--- config.mk ---
export PLATFORM = sky130hd
export DESIGN_NAME = pipeline_hazard_controller_flat
export DESIGN_NICKNAME = d
export VERILOG_FILES = /design/src/rtl/pipeline_hazard_controller_if.sv /design/src/rtl/pipeline_hazard_controller.sv /design/src/flat_wrapper.sv
export SDC_FILE = /design/constraint.sdc
export NUM_CORES = 1
export LEC_CHECK = 0
export BUFFER_PORTS_ARGS = -buffer_cell sky130_fd_sc_hd__buf_2
export CORE_AREA = 2 2 66 68
export CTS_CLUSTER_SIZE = 14
export DETAILED_ROUTE_END_ITERATION = 6
export DIE_AREA = 0 0 68 70
export PLACE_DENSITY = 0.77
export SLEW_MARGIN = 0
export SYNTH_ARGS = -nofsm -noshare
export SYNTH_HDL_FRONTEND = slang
export SYNTH_SLANG_ARGS = --single-unit
--- constraint.sdc ---
create_clock -name clk -period 3.7 [get_ports clk]
set_clock_uncertainty 0.15 [all_clocks]
set_input_delay 0.74 -clock clk [delete_from_list [all_inputs] [get_ports clk]]
set_output_delay 0.74 -clock clk [all_outputs]
set_load 0.01 [all_outputs]
--- src/rtl/pipeline_hazard_controller_if.sv ---
// ID-stage hazard bundle between the IF/ID register and the hazard controller.
// id_valid_i offers an instruction. It is issued into EX on a rising edge with id_valid_i=1 and stall_o=0.
// While stall_o=1 the ID fields must be held stable. Outputs flow back to the ID stage and the EX operand muxes.
interface pipeline_hazard_controller_if #(
    parameter int STALL_CNT_WIDTH = 16
);
    logic                       id_valid_i;
    logic [4:0]                 id_rs1_i;
    logic [4:0]                 id_rs2_i;
    logic                       id_use_rs1_i;
    logic                       id_use_rs2_i;
    logic [4:0]                 id_rd_i;
    logic                       id_reg_write_i;
    logic                       id_mem_read_i;

    logic                       stall_o;
    logic                       bubble_o;
    logic [1:0]                 fwd_a_o;
    logic [1:0]                 fwd_b_o;
    logic [STALL_CNT_WIDTH-1:0] stall_count_o;
    // {EX, MEM, WB} entries, each {valid, rd[4:0], reg_write, mem_read}
    logic [23:0]                dbg_entries_o;

    modport master (
        output id_valid_i, id_rs1_i, id_rs2_i, id_use_rs1_i, id_use_rs2_i,
               id_rd_i, id_reg_write_i, id_mem_read_i,
        input  stall_o, bubble_o, fwd_a_o, fwd_b_o, stall_count_o, dbg_entries_o
    );

    modport slave (
        input  id_valid_i, id_rs1_i, id_rs2_i, id_use_rs1_i, id_use_rs2_i,
               id_rd_i, id_reg_write_i, id_mem_read_i,
        output stall_o, bubble_o, fwd_a_o, fwd_b_o, stall_count_o, dbg_entries_o
    );
endinterface

--- src/rtl/pipeline_hazard_controller.sv ---
// Data-hazard stall/bubble and operand-forwarding control for a 5-stage pipeline.
// Defining FORWARDING_EN enables forwarding and load-use-only stalls; otherwise it stalls until producers retire.
module pipeline_hazard_controller #(
    parameter int STALL_CNT_WIDTH = 16
) (
    input logic                         clk,
    input logic                         reset,
    pipeline_hazard_controller_if.slave hz
);
    typedef struct packed {
        logic       valid;
        logic [4:0] rd;
        logic       reg_write;
        logic       mem_read;
    } entry_t;

    localparam logic [STALL_CNT_WIDTH-1:0] CNT_ONE = STALL_CNT_WIDTH'(1);
    localparam logic [STALL_CNT_WIDTH-1:0] CNT_MAX = {STALL_CNT_WIDTH{1'b1}};

    entry_t                     ex_q, ex_d;
    entry_t                     mem_q, mem_d;
    entry_t                     wb_q, wb_d;
    logic [1:0]                 fwd_a_q, fwd_a_d;
    logic [1:0]                 fwd_b_q, fwd_b_d;
    logic [STALL_CNT_WIDTH-1:0] cnt_q, cnt_d;

    logic ex_m1, ex_m2, mem_m1, mem_m2, wb_m1, wb_m2;
    logic hazard;
    logic stall;
    logic issue;

    // x0 is hardwired to zero, so it never produces a dependency
    function automatic logic src_match(input entry_t e, input logic [4:0] src,
                                       input logic use_src);
        return e.valid && e.reg_write && (e.rd == src) && (e.rd != 5'd0) && use_src;
    endfunction

`ifdef FORWARDING_EN
    function automatic logic [1:0] fwd_sel(input logic m_ex, input logic m_mem,
                                           input logic m_wb);
        logic [1:0] sel;
        sel = 2'b00;
        if (m_ex) begin
            sel = 2'b01;
        end else if (m_mem) begin
            sel = 2'b10;
        end else if (m_wb) begin
            sel = 2'b11;
        end
        return sel;
    endfunction
`endif

    assign ex_m1  = src_match(ex_q,  hz.id_rs1_i, hz.id_use_rs1_i);
    assign ex_m2  = src_match(ex_q,  hz.id_rs2_i, hz.id_use_rs2_i);
    assign mem_m1 = src_match(mem_q, hz.id_rs1_i, hz.id_use_rs1_i);
    assign mem_m2 = src_match(mem_q, hz.id_rs2_i, hz.id_use_rs2_i);
    assign wb_m1  = src_match(wb_q,  hz.id_rs1_i, hz.id_use_rs1_i);
    assign wb_m2  = src_match(wb_q,  hz.id_rs2_i, hz.id_use_rs2_i);

`ifdef FORWARDING_EN
    // Only a load still in EX has no value to forward yet
    assign hazard = ex_q.mem_read && (ex_m1 || ex_m2);
`else
    assign hazard = ex_m1 || ex_m2 || mem_m1 || mem_m2 || wb_m1 || wb_m2;
`endif

    assign stall = hz.id_valid_i && hazard;
    assign issue = hz.id_valid_i && !stall;

    always_comb begin
        ex_d    = '0;
        mem_d   = ex_q;
        wb_d    = mem_q;
        fwd_a_d = 2'b00;
        fwd_b_d = 2'b00;
        cnt_d   = cnt_q;

        if (issue) begin
            ex_d.valid     = 1'b1;
            ex_d.rd        = hz.id_rd_i;
            ex_d.reg_write = hz.id_reg_write_i;
            ex_d.mem_read  = hz.id_mem_read_i;
        end

`ifdef FORWARDING_EN
        // Producers shift one stage along with the consumer, so EX now means EX/MEM next cycle
        if (issue) begin
            fwd_a_d = fwd_sel(ex_m1, mem_m1, wb_m1);
            fwd_b_d = fwd_sel(ex_m2, mem_m2, wb_m2);
        end
`endif

        if (stall && (cnt_q != CNT_MAX)) begin
            cnt_d = cnt_q + CNT_ONE;
        end
    end

    always_ff @(posedge clk) begin
        if (reset) begin
            ex_q    <= '0;
            mem_q   <= '0;
            wb_q    <= '0;
            fwd_a_q <= 2'b00;
            fwd_b_q <= 2'b00;
            cnt_q   <= '0;
        end else begin
            ex_q    <= ex_d;
            mem_q   <= mem_d;
            wb_q    <= wb_d;
            fwd_a_q <= fwd_a_d;
            fwd_b_q <= fwd_b_d;
            cnt_q   <= cnt_d;
        end
    end

    assign hz.stall_o       = stall;
    assign hz.bubble_o      = stall;
    assign hz.fwd_a_o       = fwd_a_q;
    assign hz.fwd_b_o       = fwd_b_q;
    assign hz.stall_count_o = cnt_q;
    assign hz.dbg_entries_o = {ex_q, mem_q, wb_q};
endmodule

--- src/flat_wrapper.sv ---
// flat-port wrapper written by rule: the top's interface ports become plain ports
module pipeline_hazard_controller_flat 
#(
    parameter int STALL_CNT_WIDTH = 16
)
  (clk, reset, hz_id_valid_i, hz_id_rs1_i, hz_id_rs2_i, hz_id_use_rs1_i, hz_id_use_rs2_i, hz_id_rd_i, hz_id_reg_write_i, hz_id_mem_read_i, hz_stall_o, hz_bubble_o, hz_fwd_a_o, hz_fwd_b_o, hz_stall_count_o, hz_dbg_entries_o);
  pipeline_hazard_controller_if #(.STALL_CNT_WIDTH(STALL_CNT_WIDTH)) hz_i ();
  input logic clk;
  input logic reset;
  input wire logic [$bits(hz_i.id_valid_i)-1:0] hz_id_valid_i;
  input wire logic [$bits(hz_i.id_rs1_i)-1:0] hz_id_rs1_i;
  input wire logic [$bits(hz_i.id_rs2_i)-1:0] hz_id_rs2_i;
  input wire logic [$bits(hz_i.id_use_rs1_i)-1:0] hz_id_use_rs1_i;
  input wire logic [$bits(hz_i.id_use_rs2_i)-1:0] hz_id_use_rs2_i;
  input wire logic [$bits(hz_i.id_rd_i)-1:0] hz_id_rd_i;
  input wire logic [$bits(hz_i.id_reg_write_i)-1:0] hz_id_reg_write_i;
  input wire logic [$bits(hz_i.id_mem_read_i)-1:0] hz_id_mem_read_i;
  output wire logic [$bits(hz_i.stall_o)-1:0] hz_stall_o;
  output wire logic [$bits(hz_i.bubble_o)-1:0] hz_bubble_o;
  output wire logic [$bits(hz_i.fwd_a_o)-1:0] hz_fwd_a_o;
  output wire logic [$bits(hz_i.fwd_b_o)-1:0] hz_fwd_b_o;
  output wire logic [$bits(hz_i.stall_count_o)-1:0] hz_stall_count_o;
  output wire logic [$bits(hz_i.dbg_entries_o)-1:0] hz_dbg_entries_o;
  assign hz_i.id_valid_i = hz_id_valid_i;
  assign hz_i.id_rs1_i = hz_id_rs1_i;
  assign hz_i.id_rs2_i = hz_id_rs2_i;
  assign hz_i.id_use_rs1_i = hz_id_use_rs1_i;
  assign hz_i.id_use_rs2_i = hz_id_use_rs2_i;
  assign hz_i.id_rd_i = hz_id_rd_i;
  assign hz_i.id_reg_write_i = hz_id_reg_write_i;
  assign hz_i.id_mem_read_i = hz_id_mem_read_i;
  assign hz_stall_o = hz_i.stall_o;
  assign hz_bubble_o = hz_i.bubble_o;
  assign hz_fwd_a_o = hz_i.fwd_a_o;
  assign hz_fwd_b_o = hz_i.fwd_b_o;
  assign hz_stall_count_o = hz_i.stall_count_o;
  assign hz_dbg_entries_o = hz_i.dbg_entries_o;
  pipeline_hazard_controller #(.STALL_CNT_WIDTH(STALL_CNT_WIDTH)) u_core (.clk(clk), .reset(reset), .hz(hz_i));
endmodule
==> metrics.cfg, run 1 <==
[global_routing]
grt_max_degree = 38
grt_pass1_wl_microns = 7020
grt_pass1_vias = 1513
antenna_found_initial = 0
grt_overflow_total = 0
grt_util_all_layers_pct = 19.5

[drt]
drc_errors = 0
drtPass1Iterations = 5
wl_microns = 4480
first_iter_violations = 130
vias = 1638
wl_per_cell_microns = 14.3
ant_nets = 0
post_drt_via_cell_ratio = 5.23

[cells_and_area]
regArea_sq_um = 801
drive_above_1_share_pct = 32.2
area_growth_pct = 22.8
final_cell_area_sq_um = 2360
fin_nets = 283
fillers = 394
diodes = 0
multi_input_comb_area_sq_um = 1070

[cts]
hold_buffers = 0
post_cts_resized = 0
clk_path_buf_depth = 2
cts_setup_buffers = 0
path_clk_slew_ps = 70
cts_tree = done
cts_root_buf = clkbuf_8
cts_buffers = 5
clk_latency_ps = 290
cts_sinks = 40
htreeDepth = 2

[logic_synthesis]
async_flop_share_pct = 0
synth_common_cells = 40 x dfxtp_1, 23 x xnor2_1, 19 x nor2b_1, 12 x nor2_1, 12 x xor2_1
syn_avg_cell_area_sq_um = 9.87
yosysMostFrequentCell = dfxtp_1
synth_area_leader_cell = dfxtp_1
syn-cell-area_sq_um = 1920
synth_edf_count = 0
ys_ff_latch = 40
netlist_instances = 195
ys_top_cells_by_area = dfxtp_1 42%, xnor2_1 10%, nor2b_1 6.2%, xor2_1 5.5%, and2_1 3.3%
synth_cell_type_count = 33
ys_seq_area_share_pct = 41.6
synth_flop_cell = dfxtp_1
ys.warnings.count = 0
yosys.area.top_type_share_pct = 41.6

[min_path]
hold_path.class = flip-flop to flip-flop

[sta]
finalHoldViolCount = 0
setup_viol = 0
rsz0062_at_grt = no
relSlewSlack_pct = 53.2
max_clock_freq_ghz = 0.289
setup_tns_ps = 0
min_period_over_period_pct = 93.5
drv_slew = 0
fin_crit_ps = 3460
worstMarginPinSlew_ps = 702

[floorplan]
rows = 24
chipWidth_microns = 68
start_util_pct = 46.4
num_io_pins = 68
dieArea_sq_um = 4760
die_h_microns = 70
coreArea_sq_um = 4140

[placement]
dp_hpwl_microns = 3410
io_buffers = 63
post_dp_cell_area_sq_um = 2270
gp_congestion = 1.01

[setup_path]
end_kind = output pin
crit_type = flip-flop to output pin
arrival_ps = 2570
critPathRequiredTime_ps = 2810
start_kind = flip-flop
crit_fanout = 7

[power_and_ir_drop]
leakage_uw = 0.00104
peakVddDrop_uv = 209
power_per_cell_area_nw_per_um2 = 346

[job]
drv_cap = 0

[run_status]
status = completed

-- critical path: stages, from the launching register on --
cell and delay, ps:
dfxtp_1 360, or4_1 550, o211ai_2 190, nor4_1 110, o31ai_2 580, nand2_2 150, and2_1 200, buf_2 140
-- sequential cells by signal (all words and copies together), names as in the netlist --
register                 flops
u_core.hz.dbg_entries_o     24
u_core.hz.stall_count_o     16
-- area by class of cell --
class / count / share of cell area [%]
Multi-Input combinational cell: 147 / 45.5
Sequential cell: 40 / 33.9
Timing Repair Buffer: 64 / 13.7
Clock buffer: 6 / 3.49
Tap cell: 52 / 2.75
Clock inverter: 2 / 0.424
Inverter: 2 / 0.318
-- placed cells by master, fill, tap and decap left out, types with 6 or more instances in the layout --
| cell type | netlist | routed |
|---|---|---|
| buf_2 | 0 | 63 |
| dfxtp_1 | 40 | 40 |
| xnor2_1 | 23 | 23 |
| nor2b_1 | 19 | 19 |
| xor2_1 | 12 | 12 |
| nor2_1 | 12 | 12 |
| nand3_1 | 11 | 11 |
| and2_1 | 10 | 10 |
| nor4_1 | 6 | 6 |
| a21oi_1 | 6 | 6 |
| clkbuf_8 | 0 | 6 |
-- power by group --
part | switching (uW) | leakage (uW) | internal [uW] | total (uW)
Sequential | 9.69 | 0.000325 | 438 | 448
Clock | 146 | 0.0000510 | 149 | 294
Combinational | 39.7 | 0.000668 | 35.1 | 74.8
Total | 195 | 0.00104 | 622 | 817
-- through the flow --
stage | hold WS (ps) | total power, uW | worst slack, ps | cells | utilization [%]
6_report | 308 | 817 | 240 | 313 | 57.0
5_1_grt | 340 | 852 | 64.2 | 313 | 57.0
2_1_floorplan | 342 | 502 | 718 | 198 | -
3_5_place_dp | 305 | 532 | 569 | 305 | 54.8
3_3_place_gp | 289 | 531 | 607 | 305 | 54.8
4_1_cts | 310 | 827 | 230 | 313 | 57.0
-- routing by layer --
metal / vias up / global-route usage (%) / part of all wire [%]
met5: - / 0 / 0
met4: 0 / 8.00 / 3.0
met3: 16 / 6.12 / 7.3
met2: 80 / 30.4 / 46
met1: 747 / 24.6 / 43
li1: 795 / - / -
-- cells by family after synthesis --
family | after synthesis | synth area share, %
AO/OA/AOI/OAI | 26 | 12.7
XOR/XNOR | 35 | 15.9
adder cells (fa/ha/maj) | 1 | 0.650
buffers and inverters | 11 | 3.12
flip-flops | 40 | 41.6
multiplexers | 4 | 2.28
other | 1 | 0.195
AND/OR/NAND/NOR | 77 | 23.5
-- path summary, 6_finish.rpt --
path,endpoint,depth (start not counted),from,slack [ps]
setup / recovery,hz_bubble_o,7,u_core.hz.dbg_entries_o[3],240
hold reg to reg,u_core.hz.dbg_entries_o[0],1,u_core.hz.dbg_entries_o[8],310
setup reg to reg,u_core.hz.stall_count_o[11],8,u_core.hz.dbg_entries_o[3],860
hold / removal,u_core.hz.dbg_entries_o[0],1,u_core.hz.dbg_entries_o[8],310
Note: power is estimated with default switching activity, not from simulation.
==> run 2: changes to the inputs <==
--- a/config.mk
+++ b/config.mk
@@ -6,11 +6,12 @@
 export NUM_CORES = 1
 export LEC_CHECK = 0
 export BUFFER_PORTS_ARGS = -buffer_cell sky130_fd_sc_hd__buf_2
-export CORE_AREA = 2 2 66 68
+export CORE_AREA = 2 2 65 67
+export CTS_BUF_LIST = sky130_fd_sc_hd__clkbuf_4 sky130_fd_sc_hd__clkbuf_8
 export CTS_CLUSTER_SIZE = 14
 export DETAILED_ROUTE_END_ITERATION = 6
-export DIE_AREA = 0 0 68 70
-export PLACE_DENSITY = 0.77
+export DIE_AREA = 0 0 67 69
+export PLACE_DENSITY = 0.79
 export SLEW_MARGIN = 0
 export SYNTH_ARGS = -nofsm -noshare
 export SYNTH_HDL_FRONTEND = slang
==> metrics.cfg, run 2 (same netlist as run 1, synthesis figures left out) <==
[setup_path]
r2r-start = u_core.hz.dbg_entries_o[19]
startpoint = u_core.hz.dbg_entries_o[19]
critPathRequiredTime_ps = 2810
arrival_ps = 2580
crit_fanout = 7
reg2regPathDepth = 8
start_kind = flip-flop
crit_type = flip-flop to output pin
end_kind = output pin

[placement]
io_buffers = 63
post_dp_cell_area_sq_um = 2270
dp_hpwl_microns = 3310
post-place-ws_ps = 563
gp_congestion = 0.944

[cts]
cts_setup_buffers = 0
post_cts_resized = 0
cts_buffers = 5
cts_root_buf = clkbuf_8
htreeDepth = 2
cts_tree = done
hold_buffers = 0
path_clk_slew_ps = 80
clk_latency_ps = 290
clk_path_buf_depth = 2
cts_sinks = 40

[power_and_ir_drop]
netSwitchingFraction_pct = 23.1
clockPowerShare_pct = 40.3
pwr-share-seq_pct = 51.3
peakVddDrop_uv = 326
p_int_uw = 672
leakage_uw = 0.00105
combPwrFrac_pct = 8.4
power_per_cell_area_nw_per_um2 = 368
p_switching_uw = 202

[drt]
first_iter_violations = 66
vias = 1654
ant_nets = 0
wl_microns = 4430
wl_per_cell_microns = 14.3
drtPass1Iterations = 4
drc_errors = 0
post_drt_via_cell_ratio = 5.32

[floorplan]
rows = 23
start_util_pct = 49.2
die_h_microns = 69
num_io_pins = 68
dieArea_sq_um = 4620
coreArea_sq_um = 3910
chipWidth_microns = 67

[cells_and_area]
final_cell_area_sq_um = 2380
fin_nets = 283
final_common_cell = buf_2
diodes = 0
drive_above_1_share_pct = 32.2
area_growth_pct = 23.7
largest_register_ffs = 24
final_cell_mix = 63 x buf_2, 40 x dfxtp_1, 23 x xnor2_1

[global_routing]
grt_util_all_layers_pct = 20.6
grt_overflow_total = 0
grt_pass1_vias = 1539
grt_pass1_wl_microns = 7380
antenna_found_initial = 0
grt_max_degree = 38

[sta]
worstMarginPinSlew_ps = 707
setup_tns_ps = 0
fin_ws_ps = 230
setup_viol = 0
fin_crit_ps = 3470
rsz0062_at_grt = no
finalHoldViolCount = 0
drv_slew = 0
relSlewSlack_pct = 52.9
max_clock_freq_ghz = 0.288
min_period_over_period_pct = 93.8

[min_path]
hp-start = u_core.hz.dbg_entries_o[8]
hold_path.class = flip-flop to flip-flop
min_path_cells = 1

[job]
drv_cap = 0

[run_status]
status = completed

## run 2: worst paths after layout
path,to,slack (ps)
setup / recovery,hz_stall_o,230
hold / removal,u_core.hz.dbg_entries_o[0],320
setup reg to reg,u_core.hz.stall_count_o[15],880
hold reg to reg,u_core.hz.dbg_entries_o[0],320
## run 2: critical path, stage by stage (launching register included)
cell	delay [ps]
dfxtp_1	370
or4_1	560
o211ai_2	240
nor4_1	110
o31ai_2	540
nand2_2	140
and2_1	200
buf_2	130
## run 2: routing by layer
layer	up-vias	track usage (%)	wire length (microns)
met5	-	0	0
met4	0	7.71	83
met3	14	3.75	263
met2	69	32.8	2130
met1	771	27.3	1960
li1	800	-	-
## run 2: per-stage QoR
stage	hold slack, ps	util [%]	power, uW	std cells
global route	344	60.8	906	311
global placement	302	58.0	530	303
detailed placement	311	58.0	531	303
finish	322	60.8	875	311
floorplan	342	-	502	198
CTS	330	60.8	879	311
## run 2: cell type report
cell class,count,area [sq um]
repair buffers,64,323
fillers,357,1530
flip-flops and latches,40,801
well taps,50,62.6
clock inverters,3,42.5
clock buffers,5,68.8
inverters,2,7.51
multi-input cells,147,1070
## run 2: power groups by stage
stage	registers, uW	clock network (uW)	logic [uW]
6_report	449	353	73.7
5_1_grt	449	375	80.9
4_1_cts	448	357	73.8
3_5_place_dp	458	0	73.1
3_3_place_gp	458	0	71.5
2_1_floorplan	459	0	42.7
